===== src/rtl/sound_scheduler.sv =====
// sound_scheduler: arbitrates the single piezo tone generator between the
// alarm melody, the sleep lullaby and a counted one-shot key-click tone.
// Fixed priority alarm > click > lullaby, with a silent gap on every hand-over.
//
// Ports:
//   clock         system clock
//   reset         asynchronous active-high reset
//   alarm_beat    beat code from the alarm sequencer (0 = silence)
//   alarm_req     level, alarm wants the piezo
//   lullaby_beat  beat code from the lullaby sequencer
//   lullaby_req   level, lullaby wants the piezo
//   click         single-cycle key-press pulse
//   mute          level, forces silence without touching arbitration
//   play_sound    registered beat code to the piezo driver
//   grant         registered owner: 0 none/gap, 1 lullaby, 2 click, 3 alarm
//   busy          registered, high whenever not IDLE
module sound_scheduler #(
  parameter int unsigned CLICK_CYCLES = 2500000,
  parameter int unsigned GAP_CYCLES   = 1000000,
  parameter logic [12:0] CLICK_NOTE   = 13'd40
) (
  input  logic        clock,
  input  logic        reset,
  input  logic [12:0] alarm_beat,
  input  logic        alarm_req,
  input  logic [12:0] lullaby_beat,
  input  logic        lullaby_req,
  input  logic        click,
  input  logic        mute,
  output logic [12:0] play_sound,
  output logic [1:0]  grant,
  output logic        busy
);

  localparam int unsigned MAX_CYC = (CLICK_CYCLES > GAP_CYCLES) ? CLICK_CYCLES : GAP_CYCLES;
  localparam int unsigned CNT_W   = (MAX_CYC > 1) ? $clog2(MAX_CYC) : 1;
  localparam logic [CNT_W-1:0] CLICK_LOAD = CNT_W'(CLICK_CYCLES - 1);
  localparam logic [CNT_W-1:0] GAP_LOAD   = CNT_W'(GAP_CYCLES - 1);

  typedef enum logic [2:0] {
    S_IDLE,
    S_PLAY_ALARM,
    S_PLAY_CLICK,
    S_PLAY_LULL,
    S_GAP
  } state_t;

  state_t           state, state_next, win;
  logic             click_pend;
  logic             click_req;
  logic [CNT_W-1:0] click_cnt, gap_cnt;
  logic [12:0]      sound_next;
  logic [1:0]       grant_next;

  // A fresh click counts as a request in its own cycle so it can win in IDLE;
  // it is ignored while the alarm plays and only retriggers a running click.
  assign click_req = click_pend |
                     (click & (state != S_PLAY_ALARM) & (state != S_PLAY_CLICK));

  // State register
  always_ff @(posedge clock or posedge reset) begin
    if (reset) state <= S_IDLE;
    else       state <= state_next;
  end

  // Next-state and next-output logic
  always_comb begin
    win        = S_IDLE;
    state_next = state;
    grant_next = 2'd0;
    sound_next = 13'd0;

    if (alarm_req)        win = S_PLAY_ALARM;
    else if (click_req)   win = S_PLAY_CLICK;
    else if (lullaby_req) win = S_PLAY_LULL;

    case (state)
      S_IDLE:       state_next = win;
      S_PLAY_ALARM: if (!alarm_req) state_next = S_GAP;
      S_PLAY_LULL:  if (!lullaby_req || alarm_req || click_req) state_next = S_GAP;
      // A retrigger in the last cycle keeps the click alive.
      S_PLAY_CLICK: if (alarm_req || (!click && click_cnt == '0)) state_next = S_GAP;
      S_GAP:        if (gap_cnt == '0) state_next = win;
      default:      state_next = S_IDLE;
    endcase

    case (state_next)
      S_PLAY_ALARM: begin grant_next = 2'd3; sound_next = alarm_beat;   end
      S_PLAY_CLICK: begin grant_next = 2'd2; sound_next = CLICK_NOTE;   end
      S_PLAY_LULL:  begin grant_next = 2'd1; sound_next = lullaby_beat; end
      default:      ;
    endcase

    if (mute) sound_next = 13'd0;
  end

  // Registered outputs, pending click and the two hold-at-zero counters
  always_ff @(posedge clock or posedge reset) begin
    if (reset) begin
      play_sound <= 13'd0;
      grant      <= 2'd0;
      busy       <= 1'b0;
      click_pend <= 1'b0;
      click_cnt  <= '0;
      gap_cnt    <= '0;
    end else begin
      play_sound <= sound_next;
      grant      <= grant_next;
      busy       <= (state_next != S_IDLE);

      // Pending click is consumed on entry; a click losing to the alarm is dropped.
      if (state_next == S_PLAY_CLICK)
        click_pend <= 1'b0;
      else if (click && state != S_PLAY_ALARM && state != S_PLAY_CLICK &&
               state_next != S_PLAY_ALARM)
        click_pend <= 1'b1;

      if (state_next == S_PLAY_CLICK) begin
        if (state != S_PLAY_CLICK || click) click_cnt <= CLICK_LOAD;
        else if (click_cnt != '0)           click_cnt <= click_cnt - CNT_W'(1);
      end else begin
        click_cnt <= '0;
      end

      if (state_next == S_GAP) begin
        if (state != S_GAP)       gap_cnt <= GAP_LOAD;
        else if (gap_cnt != '0)   gap_cnt <= gap_cnt - CNT_W'(1);
      end else begin
        gap_cnt <= '0;
      end
    end
  end

endmodule


===== config.mk =====
export PLATFORM = sky130hd
export DESIGN_NAME = sound_scheduler
export DESIGN_NICKNAME = d
export VERILOG_FILES = /design/src/rtl/sound_scheduler.sv
export SDC_FILE = /design/constraint.sdc
export NUM_CORES = 1
export LEC_CHECK = 0
export ABC_AREA = 1
export CAP_MARGIN = 20
export CORE_MARGIN = 3
export CORE_UTILIZATION = 45
export DETAILED_ROUTE_END_ITERATION = 6
export GPL_TIMING_DRIVEN = 0
export PLACE_DENSITY_LB_ADDON = 0.08
export SYNTH_ARGS = -nofsm -noshare
export SYNTH_HDL_FRONTEND = slang
export SYNTH_SLANG_ARGS = --single-unit

===== constraint.sdc =====
create_clock -name clock -period 2.5 [get_ports clock]
set_input_delay 0.25 -clock clock [delete_from_list [all_inputs] [get_ports clock]]
set_output_delay 0.25 -clock clock [all_outputs]
set_load 0.02 [all_outputs]

==> results of run 1 <==
[sequential cells by signal, indices dropped and copies added (netlist names)]
signal / flops
click_cnt: 22
gap_cnt: 22
play_sound: 13
state: 3
grant: 2
busy: 1
click_pend: 1
[metrics by stage]
step	std cells	power, W
after global placement	597	0.00384
final	612	0.00473
after floorplan	451	0.00326
after global routing	612	0.00517
after CTS	612	0.00478
after detailed placement	598	0.00388
[area by class of cell]
type                            instances  area share (%)
Clock buffer                           11            3.51
Inverter                               67            5.83
Clock inverter                          3           0.987
Multi-Input combinational cell        311            36.7
Sequential cell                        64            37.2
Buffer                                  9            1.57
Tap cell                               99            2.87
Timing Repair Buffer                   48            11.4
[where the power goes]
part,leakage [nW],switching [W],internal (W)
clock network,0.0973,0.000378,0.000502
registers,0.855,0.000194,0.00130
logic,1.20,0.00147,0.000887
[cells by family (layout without fill, tap and decap cells)]
logic type / Yosys count / count (layout) / synth area share [%]
buffers and inverters: 76 / 138 / 9.11
xor gates and xnor gates: 19 / 19 / 4.75
and+or+nand+nor: 241 / 241 / 31.9
AOI/OAI and AO/OA: 48 / 48 / 7.47
adders and majority gates: 3 / 3 / 1.07
DFF: 64 / 64 / 45.7
[critical path: cells and delay by family, from the launching register on]
kind | cells | cell delay (ns)
simple gates | 7 | 0.93
flops | 1 | 0.39
buf+inv | 2 | 0.27
fa+ha+maj | 1 | 0.20
compound gates | 1 | 0.13
[per-layer routing]
layer | part of all wire [%] | vias up
met2 | 44 | 55
met3 | 6.6 | 8
met5 | 0 | -
met4 | 1.2 | 0
li1 | - | 1527
met1 | 48 | 1329
[worst max-delay path by stage]
stage	cells after the start	start	slack, ns	endpoint
3_5_place_dp	11	gap_cnt[0]$_DFFE_PP0P_	0.45	play_sound[4]$_DFF_PP0_
3_3_place_gp	2	reset	-0.56	play_sound[10]$_DFF_PP0_
6_report	11	gap_cnt[0]$_DFFE_PP0P_	0.49	play_sound[4]$_DFF_PP0_
4_1_cts	11	gap_cnt[0]$_DFFE_PP0P_	0.43	play_sound[4]$_DFF_PP0_
5_1_grt	11	gap_cnt[0]$_DFFE_PP0P_	0.23	play_sound[10]$_DFF_PP0_
2_1_floorplan	1	reset	0.65	busy$_DFF_PP0_
[cell usage after synthesis]
| cell | number |
|---|---|
| a21boi_0 | 1 |
| ha_1 | 3 |
| nand3_1 | 29 |
| buf_6 | 3 |
| a31oi_1 | 3 |
| nand3_4 | 1 |
| nand3_2 | 6 |
| nor2_2 | 6 |
| clkbuf_1 | 3 |
| nand3b_1 | 4 |
| a21oi_2 | 1 |
| o311ai_0 | 1 |
| dfrtp_1 | 64 |
| inv_2 | 1 |
| nor2_1 | 84 |
| o31ai_1 | 2 |
| nor2_4 | 2 |
| buf_4 | 3 |
| inv_1 | 65 |
| o21ai_0 | 12 |
| nand2_4 | 1 |
| xnor2_1 | 4 |
| nand4_1 | 4 |
| xor2_1 | 15 |
| or2_2 | 3 |
| nand2_1 | 86 |
| a21oi_1 | 26 |
| nor4_1 | 1 |
| nand2_2 | 3 |
| clkinv_1 | 1 |
| o21ai_1 | 1 |
| o21a_1 | 1 |
| nor3_2 | 6 |
| nor3_1 | 5 |
==> run_results.csv, run 1 <==
group,metric,value,unit
outcome,status,"completed",
global_route,use_met3,6.49,%
route,first_pass_iters,5,
synthesis,ys_warn_count,0,
floorplanning,start_util,47.3,%
route,ant_nets,0,
critical_path,reg2reg_slack,0.49,ns
clock_network,postCtsHoldBufs,0,
synthesis,synthTopCellsByArea,"dfrtp_1, nand2_1, nor2_1, inv_1, nand3_1",
flow_run,drv_cap,0,
sta,holdWs,0.281,ns
sta,setup_viol,0,
sta,period_share,80.6,%
floorplanning,die_y,94.2,µm
sta,finalClockSkew,0.0113,ns
placed_design,io_buffers,47,
route,wl,7310,µm
clock_network,cts_sinks,64,
floorplanning,die_w,94.2,µm
clock_network,cts_max_level,3,
critical_path,worst_ep_required_time,2.76,ns
sta,finalHoldViolations,0,
global_route,grt-ovfl-total,0,
layout,final_common_cell,"nand2_1",
layout,drive_gt1_share,10.1,%
route,wl_per_cell,11.9,µm
layout,mostFrequentLayoutCells,"nand2_1, nor2_1, inv_1, dfrtp_1, clkdlybuf4s50_1",
placed_design,dp_hpwl,5380,µm
floorplanning,coreArea,7410,µm²
critical_path,reg2reg_to,"play_sound[4]$_DFF_PP0_",
layout,sequential_cell_area,1600,µm²
layout,multi_input_area,1580,µm²
critical_path,max_stage_delay,0.39,ns
clock_network,insertion_delay,0.33,ns
clock_network,cts_root_buf,"clkbuf_8",
placed_design,routabilityCongestion,0.817,
critical_path,crit_type,"reg -> reg",
global_route,use_met2,28.1,%
clock_network,cts_setup_buffers,0,
global_route,met1_usage,23.7,%
critical_path,crit-reg2reg-launch,"gap_cnt[0]$_DFFE_PP0P_",
route,drc,0,
critical_path,cpMostUsedCell,"nand3b_1",
layout,final_util,58.2,%
critical_path,slowest_stage,"dfrtp_1",
placed_design,postPlaceCellArea,4120,µm²
sta,worst_pin_slew,0.628,ns
synthesis,syn_nets,486,
layout,stdcell_area,4310,µm²
global_route,gr-max-usage-layer,"met2",
critical_path,critPathCaptureType,"flip-flop",
route,vias_per_cell,4.77,
critical_path,worst-endpoint-arrival,2.27,ns
synthesis,synth_seq_area_share,45.7,%
floorplanning,die_area,8880,µm²
critical_path,crit_chain,"inv_1, ha_1, nand2_2, nor2_4, nand3b_1, nor2_1, nand3_2, nand3b_1, buf_4, nand3_1, a21oi_1",
clock_network,numCtsBuffers,9,
sta,slew_headroom,58.0,%
clock_network,cts_max_path_buffers,2,
power_and_ir_drop,ir_drop,549,µV
critical_path,critPathMaxFanout,10,
sta,setup_slack,0.486,ns
sta,slew_violations,0,
clock_network,clk_pin_slew_worst_paths,0.07,ns
critical_path,crit_path_start_kind,"flip-flop",
power_and_ir_drop,p_leak,2.15,nW
global_route,grt_pass1_vias,2739,
layout,area_growth,23.1,%
layout,nets,545,
global_route,grt_max_degree,42,
sta,fmax,496,MHz
sta,rsz0062_at_grt,"no",
floorplanning,row_count,31,
sta,min_period,2.01,ns
synthesis,yosys.area.top_type_share,45.7,%
layout,fillCellCount,698,
synthesis,synth_area,3500,µm²
global_route,grt_pass1_wl,12700,µm
power_and_ir_drop,p_per_area,1100,nW/µm²
synthesis,yosysTopAreaCell,"dfrtp_1",
placed_design,dp_worst_setup_slack,0.453,ns
route,drtIter0Drc,127,
synthesis,synth_cells,451,
floorplanning,ioPinCount,48,
clock_network,cts_tree,"done",
synthesis,ys_ff_latch,64,
route,vias,2919,
synthesis,ys_types,34,
min_path,hold_class,"in -> async",
synthesis,avgSynthCellArea,7.77,µm²
critical_path,rr_worst_depth,11,
sta,tns,0,ns
clock_network,post_cts_resized,0,
layout,antenna_cells,0,
global_route,grt.total_usage,18.1,%
global_route,antenna_found_initial,0,
Note: power is estimated with default switching activity, not from simulation.
==> run 2, diff against run 1 <==
Clock period 2.5 ns to 2.05 ns, I/O delays scaled along.
==> run 2 against run 1 <==
Sequential share of layout area fell by 1.4 points. Critical path type unchanged. Clock-buffer cell count did not move. Via count rose by 1.6%. Clock power rose by 23%. Wire length rose by 4.2%. Global-route usage barely moved. Flip-flop and latch count did not move. Worst setup slack got worse by 0.32 ns. First-iteration DRC count rose by 6.3%. Highest routed layer unchanged. Combinational power rose by 35%. Cell area rose by 3.9%. Power rose by 29%.
==> run_results.csv, run 2 (same netlist as run 1, synthesis figures left out) <==
group,metric,value,unit
outcome,status,"completed",
global_route,grt-ovfl-total,0,
placed_design,routabilityCongestion,0.817,
layout,largest_registers,"click_cnt (22), gap_cnt (22), play_sound (13)",
placed_design,dp_cells,598,
min_path,hold_class,"in -> async",
clock_network,cts_root_buf,"clkbuf_8",
sta,period_share,91.9,%
global_route,grt_pass1_vias,2740,
layout,stdcell_count,621,
layout,fillCellCount,682,
clock_network,insertion_delay,0.34,ns
sta,setup_slack,0.166,ns
route,wl_per_cell,12.3,µm
floorplanning,row_count,31,
layout,final_common_cell,"nand2_1",
clock_network,cts_max_path_buffers,2,
floorplanning,start_util,47.3,%
critical_path,crit_path_start_kind,"flip-flop",
clock_network,cts_tree,"done",
floorplanning,die_area,8880,µm²
sta,setup_viol,0,
clock_network,postCtsHoldBufs,0,
placed_design,dp_worst_setup_slack,0.00343,ns
sta,rsz0062_at_grt,"yes",
layout,final_util,60.5,%
floorplanning,die_w,94.2,µm
layout,mostFrequentLayoutCells,"nand2_1, nor2_1, dfrtp_1",
global_route,grt_max_degree,42,
route,drc,0,
sta,finalClockSkew,0.0130,ns
global_route,grt_pass1_wl,12700,µm
global_route,antenna_found_initial,0,
layout,antenna_cells,0,
route,vias,2966,
sta,slew_violations,0,
global_route,grt.total_usage,18.2,%
sta,finalHoldViolations,0,
sta,worst_pin_slew,0.564,ns
sta,holdWs,0.235,ns
clock_network,cts_sinks,64,
layout,nets,554,
layout,drive_gt1_share,16.3,%
floorplanning,coreArea,7410,µm²
layout,area_growth,27.9,%
sta,fmax,531,MHz
critical_path,reg2reg_slack,0.17,ns
power_and_ir_drop,p_per_area,1360,nW/µm²
critical_path,worst_ep_required_time,2.31,ns
clock_network,cts_max_level,3,
route,vias_per_cell,4.78,
clock_network,clk_pin_slew_worst_paths,0.07,ns
flow_run,drv_cap,0,
sta,slew_headroom,62.4,%
floorplanning,ioPinCount,48,
power_and_ir_drop,p_leak,2.21,nW
critical_path,crit_type,"reg -> reg",
critical_path,critPathCaptureType,"flip-flop",
route,first_pass_iters,4,
route,drtIter0Drc,135,
placed_design,dp_hpwl,5380,µm
placed_design,io_buffers,47,
power_and_ir_drop,ir_drop,695,µV
floorplanning,die_y,94.2,µm
sta,min_period,1.88,ns
critical_path,critPathMaxFanout,6,
clock_network,numCtsBuffers,9,
critical_path,worst-endpoint-arrival,2.15,ns
route,ant_nets,0,
route,wl,7620,µm
## run 2: worst max-delay path: stages, from the launching register on
cell,delay [ns]
dfrtp_1,0.40
inv_2,0.08
ha_4,0.15
nand2_4,0.05
nor2_4,0.15
nand3b_1,0.15
nor2_2,0.15
nand3_2,0.12
nand3b_1,0.20
buf_6,0.15
nand3_1,0.09
a21oi_2,0.13
## run 2: worst paths after layout
check | start | end | cells past startpoint
worst max-delay path | gap_cnt[1]$_DFFE_PP0P_ | play_sound[9]$_DFF_PP0_ | 11
worst min-delay path | reset | state[0]$_DFF_PP0_ | 2
worst max register to register | gap_cnt[1]$_DFFE_PP0P_ | play_sound[9]$_DFF_PP0_ | 11
worst min register to register | click_cnt[0]$_DFFE_PP0P_ | click_cnt[0]$_DFFE_PP0P_ | 1
max in group asynchronous | reset | play_sound[0]$_DFF_PP0_ | 3
min in group clock | alarm_beat[8] | play_sound[8]$_DFF_PP0_ | 3
## run 2: through the flow
stage / TNS, ns / instance area (µm²) / total power [W]
3_5_place_dp: 0 / 4120 / 0.00473
2_1_floorplan: 0 / 3500 / 0.00398
5_1_grt: -0.0917 / 4480 / 0.00663
6_report: 0 / 4480 / 0.00610
3_3_place_gp: -61.32 / 4100 / 0.00468
4_1_cts: 0 / 4320 / 0.00585
## run 2: final cells by class
| cell class | count | area (µm²) | share of cell area, % |
|---|---|---|---|
| flip-flops and latches | 64 | 1600 | 35.8 |
| multi-input cells | 311 | 1670 | 37.2 |
| well taps | 99 | 124 | 2.77 |
| plain buffers | 9 | 82.6 | 1.84 |
| inverters | 67 | 251 | 5.61 |
| repair buffers | 57 | 558 | 12.5 |
| clock buffers | 11 | 151 | 3.38 |
| clock inverters | 3 | 42.5 | 0.950 |
## run 2: timing repair
action | in CTS | in global routing
setup buffers | 1 | 6
resized for setup | 0 | 33
endpoints found under the setup margin | 3 | 50
cloned | 0 | 2
pin swaps | 1 | 13
## run 2: layer usage
layer	vias to the layer above	GRT usage, %	part of all wire [%]
li1	1548	-	-
met1	1348	23.7	47
met2	60	28.2	45
met3	10	6.49	6.5
met4	0	5.78	1.2
met5	-	0	0
## run 2: power breakdown
| group | internal, W | switching (W) |
|---|---|---|
| registers | 0.00159 | 0.000246 |
| clock network | 0.000613 | 0.000463 |
| logic | 0.00127 | 0.00192 |
==> run 3, diff against run 2 <==
Settings changed: GPL_TIMING_DRIVEN 0 to not set.
==> run 3 against run 2 <==
Core utilization decreased by 1.5 points. Final cell count is 0.64% lower. Via count grew 0.10%. First-iteration DRC count grew 24%. Clock-buffer cell count increased by 2. Worst setup slack improved by 0.015 ns. Cell area down 2.5%. Non-clock buffer count down 5. Fmax up 0.78%. Wire length shrank 0.24%. Combinational power down 3%. Critical path type unchanged. Highest routed layer unchanged.
==> run_results.csv, run 3 (same netlist as run 1, synthesis figures left out) <==
group,metric,value,unit
sta,min_period,1.87,ns
placed_design,dp_worst_setup_slack,0.0487,ns
clock_network,cts_root_buf,"clkbuf_8",
sta,setup_viol,0,
route,vias,2969,
power_and_ir_drop,power_switching,0.00256,W
flow_run,drv_cap,0,
critical_path,critPathCaptureType,"flip-flop",
layout,final_common_cell,"nand2_1",
clock_network,insertion_delay,0.34,ns
min_path,hold_class,"in -> async",
clock_network,postCtsHoldBufs,0,
layout,mostFrequentLayoutCells,"nand2_1, nor2_1, dfrtp_1",
power_and_ir_drop,p_leak,2.17,nW
layout,sequential_cell_area,1600,µm²
route,first_pass_iters,4,
critical_path,reg2reg_slack,0.18,ns
route,drc,0,
route,drtIter0Drc,167,
power_and_ir_drop,seqPwrFrac,31.6,%
critical_path,crit_path_start_kind,"flip-flop",
layout,nets,550,
floorplanning,coreArea,7410,µm²
critical_path,worst_ep_required_time,2.30,ns
clock_network,cts_max_level,3,
clock_network,cts_max_path_buffers,2,
layout,antenna_cells,0,
sta,fmax,535,MHz
global_route,grt_pass1_vias,2761,
power_and_ir_drop,p_per_area,1330,nW/µm²
clock_network,cts_sinks,64,
floorplanning,die_w,94.2,µm
sta,worst_pin_slew,0.478,ns
floorplanning,ioPinCount,48,
placed_design,dp_hpwl,5580,µm
global_route,grt_max_degree,48,
sta,period_share,91.2,%
sta,finalClockSkew,0.0105,ns
placed_design,io_buffers,47,
sta,finalHoldViolations,0,
floorplanning,die_area,8880,µm²
power_and_ir_drop,ir_drop,696,µV
layout,drive_gt1_share,12.9,%
placed_design,routabilityCongestion,0.818,
route,wl_per_cell,12.3,µm
sta,holdWs,0.179,ns
clock_network,cts_tree,"done",
power_and_ir_drop,p_int,0.00325,W
route,wl,7600,µm
global_route,antenna_found_initial,0,
power_and_ir_drop,swShare,44.1,%
floorplanning,die_y,94.2,µm
outcome,status,"completed",
floorplanning,row_count,31,
floorplanning,start_util,47.3,%
layout,area_growth,24.7,%
critical_path,critPathMaxFanout,14,
sta,slew_headroom,67.8,%
power_and_ir_drop,clkPwrFrac,15.6,%
layout,largest_registers,"click_cnt (22), gap_cnt (22), play_sound (13)",
critical_path,worst-endpoint-arrival,2.12,ns
clock_network,clk_pin_slew_worst_paths,0.07,ns
global_route,grt.total_usage,18.2,%
sta,slew_violations,0,
global_route,grt_pass1_wl,12500,µm
layout,multi_input_area,1620,µm²
sta,setup_slack,0.181,ns
layout,fillCellCount,669,
clock_network,numCtsBuffers,9,
critical_path,crit_type,"reg -> reg",
route,ant_nets,0,
global_route,grt-ovfl-total,0,
route,vias_per_cell,4.81,
power_and_ir_drop,comb_power_share,52.9,%
run 3: changes by cell type in the layout (fill, tap and decap cells not counted), moves of 2 or more:
cell	before	now
buf_6	3	1
a21oi_1	21	26
inv_1	60	63
buf_12	1	3
nand2_4	2	0
nand2_1	83	86
a21oi_2	5	1
buf_8	2	0
nand3_1	26	29
nand3_2	9	6
inv_2	6	3
run 3: final timing paths:
| check | startpoint | endpoint | cells after the start |
|---|---|---|---|
| max reg2reg | gap_cnt[0]$_DFFE_PP0P_ | click_cnt[20]$_DFFE_PP0P_ | 11 |
| max | gap_cnt[0]$_DFFE_PP0P_ | click_cnt[20]$_DFFE_PP0P_ | 11 |
| max in group asynchronous | reset | play_sound[6]$_DFF_PP0_ | 3 |
| min | reset | click_cnt[18]$_DFFE_PP0P_ | 2 |
| min in group clock | alarm_beat[1] | play_sound[1]$_DFF_PP0_ | 3 |
| min reg2reg | click_cnt[0]$_DFFE_PP0P_ | click_cnt[0]$_DFFE_PP0P_ | 1 |
run 3: repair_timing:
item	in CTS	in global routing
buffers inserted	0	3
resized for setup	0	13
endpoints found under the setup margin	0	43
run 3: final cells by class:
| cell class | count | share of cell area [%] |
|---|---|---|
| Tap cell | 99 | 2.84 |
| Timing Repair Buffer | 61 | 14.1 |
| Inverter | 67 | 5.76 |
| Clock inverter | 1 | 0.115 |
| Sequential cell | 64 | 36.7 |
| Clock buffer | 13 | 3.41 |
| Multi-Input combinational cell | 312 | 37.1 |
run 3: power groups by stage:
stage / Clock [W] / Sequential (W) / Combinational (W)
floorplan: 0 / 0.00191 / 0.00207
global placement: 0 / 0.00184 / 0.00288
detailed placement: 0 / 0.00185 / 0.00291
CTS: 0.000923 / 0.00183 / 0.00293
global route: 0.000978 / 0.00188 / 0.00348
finish: 0.000904 / 0.00183 / 0.00307
run 3: per-layer routing:
layer	part of all wire (%)	GRT usage [%]	vias up
li1	-	-	1539
met1	47	24.4	1361
met3	6.1	6.01	9
met2	45	27.2	60
met4	1.5	6.50	0
met5	0	0	-
run 3: critical path: stages (launching register included):
cell,delay (ns)
dfrtp_1,0.38
inv_1,0.08
ha_2,0.20
nand2_2,0.08
nor2_4,0.14
nand3_2,0.10
a21oi_2,0.17
nand2_1,0.11
nand3_4,0.13
nand2_8,0.11
buf_4,0.18
nor3_2,0.11
run 3: per-stage QoR:
stage               setup TNS, ns  util [%]  power (W)  instances  cell area [µm²]
floorplan                       0         -    0.00398        451             3500
global placement                0      55.8    0.00473        599             4140
detailed placement              0      55.8    0.00477        599             4140
CTS                             0      57.9    0.00569        613             4290
global route             -0.00662      58.9    0.00633        617             4370
finish                          0      58.9    0.00581        617             4370
